File: src/rtl/lenet_pkg.sv
// ---------------------------------------------------------------------------
// lenet_pkg
// Shared constants and helpers for the LeNet-5 MNIST convolution path.
//   PIX_W    : pixel width in bits
//   KERNEL_K : convolution window size (5x5)
//   IMG_W/H  : input frame dimensions
//   POS_W    : width of raster coordinates
//   WIN_W    : flattened window width, PIX_W*K*K
// Helpers:
//   pix_lsb  : bit offset of pixel (r,c) inside a flattened window
//   win_pix  : extract pixel (r,c) from a flattened window (MAC array side)
// ---------------------------------------------------------------------------
package lenet_pkg;

    localparam int unsigned PIX_W    = 8;
    localparam int unsigned KERNEL_K = 5;
    localparam int unsigned IMG_W    = 32;
    localparam int unsigned IMG_H    = 32;
    localparam int unsigned POS_W    = 5;
    localparam int unsigned WIN_W    = PIX_W * KERNEL_K * KERNEL_K;

    typedef logic [PIX_W-1:0] pix_t;

    // Row-major layout: r=0 is the top row, c=0 the oldest (left) column.
    function automatic int unsigned pix_lsb(input int unsigned r, input int unsigned c);
        return PIX_W * (KERNEL_K * r + c);
    endfunction

    function automatic pix_t win_pix(input logic [WIN_W-1:0] win,
                                     input int unsigned      r,
                                     input int unsigned      c);
        return win[pix_lsb(r, c) +: PIX_W];
    endfunction

endpackage

File: src/rtl/raster_pos_cnt.sv
// ---------------------------------------------------------------------------
// raster_pos_cnt
// Tracks the raster position of the pixel beat currently on the inputs, with
// start-of-frame resynchronisation and a sticky framing-error flag.
// Ports:
//   clk, rst_n : clock, synchronous active-low reset
//   valid_in   : a beat is present this cycle
//   sof_in     : (qualified by valid_in) beat carries pixel (0,0)
//   x_pos/y_pos: effective position of the current beat (sof forces 0,0)
//   frame_err  : sticky, set when sof arrives while counters are not at (0,0)
// ---------------------------------------------------------------------------
import lenet_pkg::*;

module raster_pos_cnt #(
    parameter int unsigned W  = IMG_W,
    parameter int unsigned H  = IMG_H,
    parameter int unsigned CW = POS_W
) (
    input  logic          clk,
    input  logic          rst_n,
    input  logic          valid_in,
    input  logic          sof_in,
    output logic [CW-1:0] x_pos,
    output logic [CW-1:0] y_pos,
    output logic          frame_err
);

    localparam logic [CW-1:0] ZERO   = {CW{1'b0}};
    localparam logic [CW-1:0] ONE    = {{(CW-1){1'b0}}, 1'b1};
    localparam logic [CW-1:0] LAST_X = CW'(W - 1);
    localparam logic [CW-1:0] LAST_Y = CW'(H - 1);

    logic [CW-1:0] x_cnt_r;
    logic [CW-1:0] y_cnt_r;
    logic [CW-1:0] x_nxt_s;
    logic [CW-1:0] y_nxt_s;
    logic          resync_s;
    logic          err_set_s;
    logic          frame_err_r;

    // Effective position of this beat and the position of the following beat.
    always_comb begin
        resync_s  = valid_in & sof_in;
        x_pos     = ZERO;
        y_pos     = ZERO;
        x_nxt_s   = x_cnt_r;
        y_nxt_s   = y_cnt_r;
        // An sof while the counters are already at (0,0) is a normal frame start.
        err_set_s = resync_s & ((x_cnt_r != ZERO) | (y_cnt_r != ZERO));
        if (resync_s) begin
            x_pos = ZERO;
            y_pos = ZERO;
        end else begin
            x_pos = x_cnt_r;
            y_pos = y_cnt_r;
        end
        if (x_pos == LAST_X) begin
            x_nxt_s = ZERO;
            if (y_pos == LAST_Y) begin
                y_nxt_s = ZERO;
            end else begin
                y_nxt_s = y_pos + ONE;
            end
        end else begin
            x_nxt_s = x_pos + ONE;
            y_nxt_s = y_pos;
        end
    end

    // Position counters advance only on beats; error flag is sticky until reset.
    always_ff @(posedge clk) begin
        if (!rst_n) begin
            x_cnt_r     <= ZERO;
            y_cnt_r     <= ZERO;
            frame_err_r <= 1'b0;
        end else begin
            if (valid_in) begin
                x_cnt_r <= x_nxt_s;
                y_cnt_r <= y_nxt_s;
            end
            frame_err_r <= frame_err_r | err_set_s;
        end
    end

    assign frame_err = frame_err_r;

endmodule

File: src/rtl/window_5x5_gen.sv
// ---------------------------------------------------------------------------
// window_5x5_gen
// Builds a 5x5 pixel window from vertically aligned 5-pixel columns produced
// by the line buffer and presents every window that lies fully inside the
// image to the C1 MAC array (28x28 windows for a 32x32 frame).
// Ports:
//   clk, rst_n          : clock, synchronous active-low reset
//   valid_in, sof_in    : column beat valid / beat carries pixel (0,0)
//   pix_row0..pix_row4  : column pixels, row0 = top (oldest line)
//   win_out             : pixel (r,c) at [8*(5r+c) +: 8], held between windows
//   win_valid           : win_out carries a complete in-image window (pulse)
//   win_first/win_last  : first / last window of the frame (pulses)
//   win_col/win_row     : top-left coordinate of the presented window
//   frame_err           : sticky misplaced-sof flag
// All outputs are registered; latency is one cycle from beat to window.
// ---------------------------------------------------------------------------
import lenet_pkg::*;

module window_5x5_gen #(
    parameter int unsigned IMG_WIDTH  = IMG_W,
    parameter int unsigned IMG_HEIGHT = IMG_H,
    parameter int unsigned K          = KERNEL_K
) (
    input  logic               clk,
    input  logic               rst_n,
    input  logic               valid_in,
    input  logic               sof_in,
    input  logic [PIX_W-1:0]   pix_row0,
    input  logic [PIX_W-1:0]   pix_row1,
    input  logic [PIX_W-1:0]   pix_row2,
    input  logic [PIX_W-1:0]   pix_row3,
    input  logic [PIX_W-1:0]   pix_row4,
    output logic [WIN_W-1:0]   win_out,
    output logic               win_valid,
    output logic               win_first,
    output logic               win_last,
    output logic [POS_W-1:0]   win_col,
    output logic [POS_W-1:0]   win_row,
    output logic               frame_err
);

    localparam logic [POS_W-1:0] K_M1   = POS_W'(K - 1);
    localparam logic [POS_W-1:0] LAST_X = POS_W'(IMG_WIDTH - 1);
    localparam logic [POS_W-1:0] LAST_Y = POS_W'(IMG_HEIGHT - 1);

    logic [POS_W-1:0] x_pos_s;
    logic [POS_W-1:0] y_pos_s;
    logic             frame_err_s;

    pix_t             col_in_s  [K];
    pix_t             win_r     [K][K];
    pix_t             win_nxt_s [K][K];
    logic [WIN_W-1:0] win_flat_s;
    logic             emit_s;
    logic             first_s;
    logic             last_s;

    logic [WIN_W-1:0] win_out_r;
    logic             win_valid_r;
    logic             win_first_r;
    logic             win_last_r;
    logic [POS_W-1:0] win_col_r;
    logic [POS_W-1:0] win_row_r;

    raster_pos_cnt #(
        .W  (IMG_WIDTH),
        .H  (IMG_HEIGHT),
        .CW (POS_W)
    ) u_pos (
        .clk       (clk),
        .rst_n     (rst_n),
        .valid_in  (valid_in),
        .sof_in    (sof_in),
        .x_pos     (x_pos_s),
        .y_pos     (y_pos_s),
        .frame_err (frame_err_s)
    );

    // Gather the incoming column; row0 is the top of the window.
    always_comb begin
        col_in_s[0] = pix_row0;
        col_in_s[1] = pix_row1;
        col_in_s[2] = pix_row2;
        col_in_s[3] = pix_row3;
        col_in_s[4] = pix_row4;
    end

    // Window after this beat's shift, and its flattened form for the output.
    always_comb begin
        win_flat_s = {WIN_W{1'b0}};
        for (int r = 0; r < K; r++) begin
            for (int c = 0; c < K; c++) begin
                if (c < K - 1) begin
                    win_nxt_s[r][c] = win_r[r][c+1];
                end else begin
                    win_nxt_s[r][c] = col_in_s[r];
                end
                win_flat_s[pix_lsb(r, c) +: PIX_W] = win_nxt_s[r][c];
            end
        end
    end

    // A window is complete once the beat is at least K-1 into the row and line.
    // Columns 0..K-2 still hold the previous line's tail below that point.
    always_comb begin
        emit_s  = valid_in & (x_pos_s >= K_M1) & (y_pos_s >= K_M1);
        first_s = emit_s & (x_pos_s == K_M1) & (y_pos_s == K_M1);
        last_s  = emit_s & (x_pos_s == LAST_X) & (y_pos_s == LAST_Y);
    end

    // Window shift register: advances on every beat, holds otherwise.
    always_ff @(posedge clk) begin
        if (!rst_n) begin
            for (int r = 0; r < K; r++) begin
                for (int c = 0; c < K; c++) begin
                    win_r[r][c] <= {PIX_W{1'b0}};
                end
            end
        end else if (valid_in) begin
            win_r <= win_nxt_s;
        end
    end

    // Output registers: data and coordinates update only when a window emits.
    always_ff @(posedge clk) begin
        if (!rst_n) begin
            win_out_r   <= {WIN_W{1'b0}};
            win_valid_r <= 1'b0;
            win_first_r <= 1'b0;
            win_last_r  <= 1'b0;
            win_col_r   <= {POS_W{1'b0}};
            win_row_r   <= {POS_W{1'b0}};
        end else begin
            win_valid_r <= emit_s;
            win_first_r <= first_s;
            win_last_r  <= last_s;
            if (emit_s) begin
                win_out_r <= win_flat_s;
                // Subtraction is safe: emit_s guarantees both positions >= K-1.
                win_col_r <= x_pos_s - K_M1;
                win_row_r <= y_pos_s - K_M1;
            end
        end
    end

    assign win_out   = win_out_r;
    assign win_valid = win_valid_r;
    assign win_first = win_first_r;
    assign win_last  = win_last_r;
    assign win_col   = win_col_r;
    assign win_row   = win_row_r;
    assign frame_err = frame_err_s;

endmodule

File: config.mk
export PLATFORM = sky130hd
export DESIGN_NAME = window_5x5_gen
export DESIGN_NICKNAME = d
export VERILOG_FILES = /design/src/rtl/lenet_pkg.sv /design/src/rtl/raster_pos_cnt.sv /design/src/rtl/window_5x5_gen.sv
export SDC_FILE = /design/constraint.sdc
export NUM_CORES = 1
export LEC_CHECK = 0
export ABC_AREA = 1
export BUFFER_PORTS_ARGS = -buffer_cell sky130_fd_sc_hd__buf_2
export CAP_MARGIN = 20
export CORE_MARGIN = 2
export CORE_UTILIZATION = 45
export CTS_BUF_LIST = sky130_fd_sc_hd__clkbuf_8
export CTS_CLUSTER_SIZE = 24
export DETAILED_ROUTE_END_ITERATION = 10
export GPL_TIMING_DRIVEN = 0
export PLACE_DENSITY = 0.68
export SYNTH_ARGS = -nofsm -noshare
export SYNTH_HDL_FRONTEND = slang
export SYNTH_SLANG_ARGS = --single-unit
File: constraint.sdc
create_clock -name clk -period 4.55 [get_ports clk]
set_input_delay 0.455 -clock clk [delete_from_list [all_inputs] [get_ports clk]]
set_output_delay 0.455 -clock clk [all_outputs]
set_load 0.01 [all_outputs]
==> results of run 1 <==
## power by group
group          total (uW)  leakage [uW]  internal, uW  switching, uW
Sequential           3570       0.00313          3480           87.7
Clock                3240      0.000780          1880           1350
Combinational         389       0.00613           127            262
Total                7190        0.0100          5490           1700
## layout by cell type (no fill, tap or decap), types with 9 or more instances in the layout
| cell type | count |
|---|---|
| nor2_1 | 747 |
| nand2_1 | 452 |
| dfxtp_1 | 384 |
| buf_2 | 311 |
| inv_1 | 248 |
| o21ai_0 | 171 |
| clkbuf_8 | 82 |
| clkbuf_1 | 67 |
| a21oi_1 | 11 |
| ha_1 | 11 |
| nand3_1 | 9 |
## state kept, by name, indices dropped and copies added, names as in the netlist
register         count
win_out            200
win_flat_s         160
u_pos.x_cnt_r        5
u_pos.y_cnt_r        5
win_col              5
win_row              5
u_pos.frame_err      1
win_first            1
win_last             1
win_valid            1
## path summary, 6_finish.rpt
path	from	to	slack (ps)
worst max register to register	u_pos.x_cnt_r[0]	u_pos.y_cnt_r[3]	2310
worst min register to register	u_pos.frame_err	u_pos.frame_err	460
worst min-delay path	pix_row3[7]	win_flat_s[151]	90
worst max-delay path	sof_in	u_pos.y_cnt_r[3]	2150
## metrics by stage
step	util [%]	setup WS, ps	area [sq um]
2_1_floorplan	-	2200	14800
6_report	55.6	2150	18000
3_5_place_dp	51.3	1610	16600
5_1_grt	55.6	1920	18000
3_3_place_gp	51.3	1640	16600
4_1_cts	55.6	2220	18000
## Yosys cell counts (all sizes together)
library cell and count:
nand3 12, o21ai 171, nor2 747, a21oi 11
buf 60, nor3 5, ha 11, dfxtp 384
a31oi 1, clkbuf 67, nand2 453, nand4 5
inv 231
## kinds of logic after synthesis
family | synth area share, %
AOI/OAI and AO/OA | 6.19
buffers and inverters | 9.64
and+or+nand+nor | 31.4
DFF | 51.9
adders and majority gates | 0.929
## layout make-up
cell class                 instances  area, sq um  area share [%]
multi-input combinational       1416         5700            31.6
buffer                           127          561            3.11
inverter                         231          867            4.81
tap                              442          553            3.07
clock buffer                      82         1130            6.26
sequential                       384         7690            42.6
clock inverter                    29          251            1.39
timing repair buffer             256         1280            7.11
antenna                            1         2.50          0.0139
## per-layer routing
layer	GRT usage (%)	wire (microns)	up-vias
li1	-	-	7081
met1	32.1	19100	6194
met2	37.9	18300	366
met3	3.79	2330	62
met4	7.37	1020	0
met5	0	0	-
## worst min-delay path, cell delays in order
cell,delay (ps)
buf_2,90
nor2_1,40
nor2_1,80
==> flow_summary.toml, run 1 <==
[status]
status = "completed"

[grt]
antenna_found_initial = 1
grt_pass1_wl_microns = 64300
first_global_vias = 12638
gr-total-overflow = 0
track_usage_pct = 23.5
grt_max_degree = 16

[clock_network]
cts_resized = 0
cts_tree = "yes"
clock_sinks = 384
clkLatencyLatePin_ps = 610
cts_buffers = 61
cts_max_level = 2
hold_buffers = 0
clockBufferDepth = 3
clock-root-buffer = "clkbuf_8"
post_cts_buffers = 0
path_clk_slew_ps = 60

[pwr]
irDropWorstVdd_uv = 231
p_total_uw = 7190
power_density_nw_per_um2 = 399
p_leak_uw = 0.0100

[hold_path]
hold_path_class = "in -> reg"
hold_path_depth = 3

[placement]
portBuffers = 256
place.gp.congestion = 0.854
dp_cells = 2856
dp_hpwl_microns = 29200

[die]
die_y_microns = 185
core_sq_um = 32500
start_util_pct = 45.7
std_cell_rows = 66
io_pins = 258
die_area_sq_um = 34400
die-width_microns = 185

[worst_setup_path]
cp_top_family = "buffers and inverters"
cp_slowest_cell = "clkbuf_1"
cp.required_ps = 5070
reg2reg_depth = 11
crit_cells = 14
cp_max_fo = 10
path_cells = "buf_2 -> nand2_2 -> clkbuf_1 -> nand2_1 -> inv_1 -> ha_1 -> inv_1 -> nor3_1 -> ha_1 -> clkbuf_1 -> nand3_1 -> o21ai_0 -> nand3_1 -> a21oi_1"
cpPeakStageDelay_ps = 390
crit_type = "in -> reg"
critPathCaptureType = "flop"
arrival_ps = 2920
cp_num_buf_inv = 5
start_kind = "input pin"

[logic_synthesis]
yosysSeqAreaShare_pct = 51.9
synth_warnings = 0
synth.avg_cell_area_sq_um = 6.87
synth_top_area_cell = "dfxtp_1"
synth_nets = 2213
syn_area_sq_um = 14800
yosys.area.top_type_share_pct = 51.9
ys_types = 19
syn_inst = 2158
ys_seq_elements = 384
ys_top_cells_by_area = "dfxtp_1 (52%), nor2_1 (19%), nand2_1 (11%)"

[route]
post_drt_wl_per_cell_microns = 13.7
vias_per_cell = 4.62
drc_errors = 0
drtIter0Drc = 927
routed_wl_microns = 40700
drt-pass1-iter-count = 6
vias = 13703
ant_nets = 0

[timing]
finalClockSkew_ps = 25.4
setup-violations-final = 0
period_minus_slack_ps = 2400
fmax_ghz = 0.417
rsz0062_at_grt = "no"
hold_violations = 0
fin_tns_setup_ps = 0
slew_headroom_pct = 42.8
tightest_slew_ps = 858
period_share_pct = 52.8
report.final.slew_viol_count = 0
hold_slack_ps = 90.9

[cells_and_area]
drive_above_1_share_pct = 16.4
final_nets = 2532
nFillCells = 3229
syn2layout_area_growth_pct = 21.7
instances_no_fill = 2968

[run]
maxCapViolations = 0
No activity file was read; power rests on OpenSTA's default activity.
==> run 2: changes to the inputs <==
==> constraint.sdc (replaced) <==
create_clock -name clk -period 2.3 [get_ports clk]
set_input_delay 0.23 -clock clk [delete_from_list [all_inputs] [get_ports clk]]
set_output_delay 0.23 -clock clk [all_outputs]
set_load 0.01 [all_outputs]
==> run 2 against run 1 <==
- clock power rose by 98%
- total power grew 99%
- cell count up 1.3%
- worst hold slack better by 110 ps
- first-iteration DRC count is 8.6% higher
- utilization up 1.2 points
- count of clock-buffer cells in the layout unchanged
- clock skew rose by 0.56 ps
- worst setup slack lost 1900 ps
- global-route usage increased by 0.27 points
- critical endpoint unchanged
- largest cell class unchanged
==> flow_summary.toml, run 2 (synthesis results as in run 1) <==
[grt]
track_usage_pct = 23.7
first_global_vias = 12911
grt_max_degree = 16
gr-total-overflow = 0
grt_pass1_wl_microns = 65100
antenna_found_initial = 0

[clock_network]
cts_buffers = 61
clock_sinks = 384
clkLatencyLatePin_ps = 620
path_clk_slew_ps = 60
post_cts_buffers = 0
cts_tree = "yes"
clockBufferDepth = 3
clock-root-buffer = "clkbuf_8"
cts_max_level = 2

[pwr]
p_leak_uw = 0.0102
combPwrFrac_pct = 5.8
p_total_uw = 14300
switching_share_pct = 23.6
irDropWorstVdd_uv = 457
pwr-share-clk_pct = 44.8
intPower_uw = 10900
power_density_nw_per_um2 = 775
p_seq_share_pct = 49.4
switchingPower_uw = 3380

[route]
routed_wl_microns = 41200
vias = 13831
drc_errors = 0
drtIter0Drc = 1007
ant_nets = 0
drt-pass1-iter-count = 5
vias_per_cell = 4.60
post_drt_wl_per_cell_microns = 13.7

[worst_setup_path]
path_cells = "nand2_1 -> inv_1 -> ha_1 -> inv_1 -> nor3_1 -> ha_2 -> nand3_1 -> o21ai_0 -> nand3_1 -> a21oi_1"
crit_cells = 10
critPathCaptureType = "flop"
cp_max_fo = 9
start_kind = "flop"
cp_num_buf_inv = 2
cp.required_ps = 2820
crit_type = "reg -> reg"
arrival_ps = 2560
reg2reg_depth = 10
cp_top_family = "simple AND/OR/NAND/NOR gates"
cp_slowest_cell = "dfxtp_1"
cpPeakStageDelay_ps = 400

[cells_and_area]
final_area_sq_um = 18400
drive_above_1_share_pct = 16.1
final_nets = 2571
nFillCells = 3185
largest_reg_flops = 200
n_antenna_cell = 0
fin_util_pct = 56.8
final_cell_mix = "nor2_1 (747), nand2_1 (452), dfxtp_1 (384), buf_2 (311), inv_1 (248)"
syn2layout_area_growth_pct = 24.4
final_common_cell = "nor2_1"

[die]
core_sq_um = 32500
die_y_microns = 185
io_pins = 258
start_util_pct = 45.7
die-width_microns = 185
die_area_sq_um = 34400
std_cell_rows = 66

[timing]
tightest_slew_ps = 845
rsz0062_at_grt = "no"
period_share_pct = 88.8
finalClockSkew_ps = 25.9
setup-violations-final = 0
report.final.slew_viol_count = 0
hold_slack_ps = 199
period_minus_slack_ps = 2040
slew_headroom_pct = 43.7
fmax_ghz = 0.490
hold_violations = 0
timing.final.ws_setup_ps = 258

[placement]
place_area_sq_um = 16600
portBuffers = 256
dp_slack_ps = -416
dp_hpwl_microns = 29200
place.gp.congestion = 0.854

[status]
status = "completed"

[run]
maxCapViolations = 0

[hold_path]
hold_path_depth = 5
hold_path_class = "in -> reg"
run 2: cell count changes in the layout (fill, tap and decap cells not counted), sizes merged:
cell,previous run,this run
clkbuf,149,148
diode,1,0
dlygate4sd3,0,40
run 2: tightest hold or removal path, cell delays in order:
cell	delay (ps)
buf_2	90
nand2_2	110
nand2_1	150
nor2_1	60
nor2_1	100
run 2: per-stage QoR:
stage / std cells / setup TNS (ps)
4_1_cts: 3007 / 0
3_5_place_dp: 2856 / -31390
6_report: 3006 / 0
5_1_grt: 3006 / 0
2_1_floorplan: 2158 / 0
3_3_place_gp: 2856 / -27720
run 2: worst paths after layout:
path / slack, ps / start / endpoint
worst max-delay path: 260 / u_pos.x_cnt_r[0] / u_pos.y_cnt_r[3]
worst min-delay path: 200 / valid_in / win_row[2]
worst max register to register: 260 / u_pos.x_cnt_r[0] / u_pos.y_cnt_r[3]
worst min register to register: 460 / u_pos.frame_err / u_pos.frame_err
run 2: what timing repair did:
action / 4_1_cts / 5_1_grt
hold buffers: 40 / 0
endpoints found under the setup margin: 0 / 2
hold endpoints to repair: 80 / 0
gates resized for setup: 0 / 1
run 2: layout make-up:
cell class	instances	area [sq um]	area share, %
sequential	384	7690	41.7
multi-input combinational	1416	5700	30.9
timing repair buffer	296	1680	9.12
clock buffer	82	1130	6.12
inverter	231	867	4.71
buffer	126	557	3.02
tap	442	553	3.00
clock inverter	29	251	1.36
run 2: routing by layer:
layer | track usage (%) | routed length (microns) | vias to the layer above
met4 | 7.52 | 996 | 0
met1 | 32.2 | 19100 | 6252
met5 | 0 | 0 | -
met2 | 38.7 | 18600 | 380
met3 | 3.81 | 2520 | 56
li1 | - | - | 7143
run 2: power groups by stage:
stage	combinational (uW)	clock [uW]	sequential (uW)
floorplan	489	0	7150
global placement	750	0	7190
detailed placement	767	0	7200
CTS	826	6530	7050
global route	945	6810	7080
finish	823	6400	7060
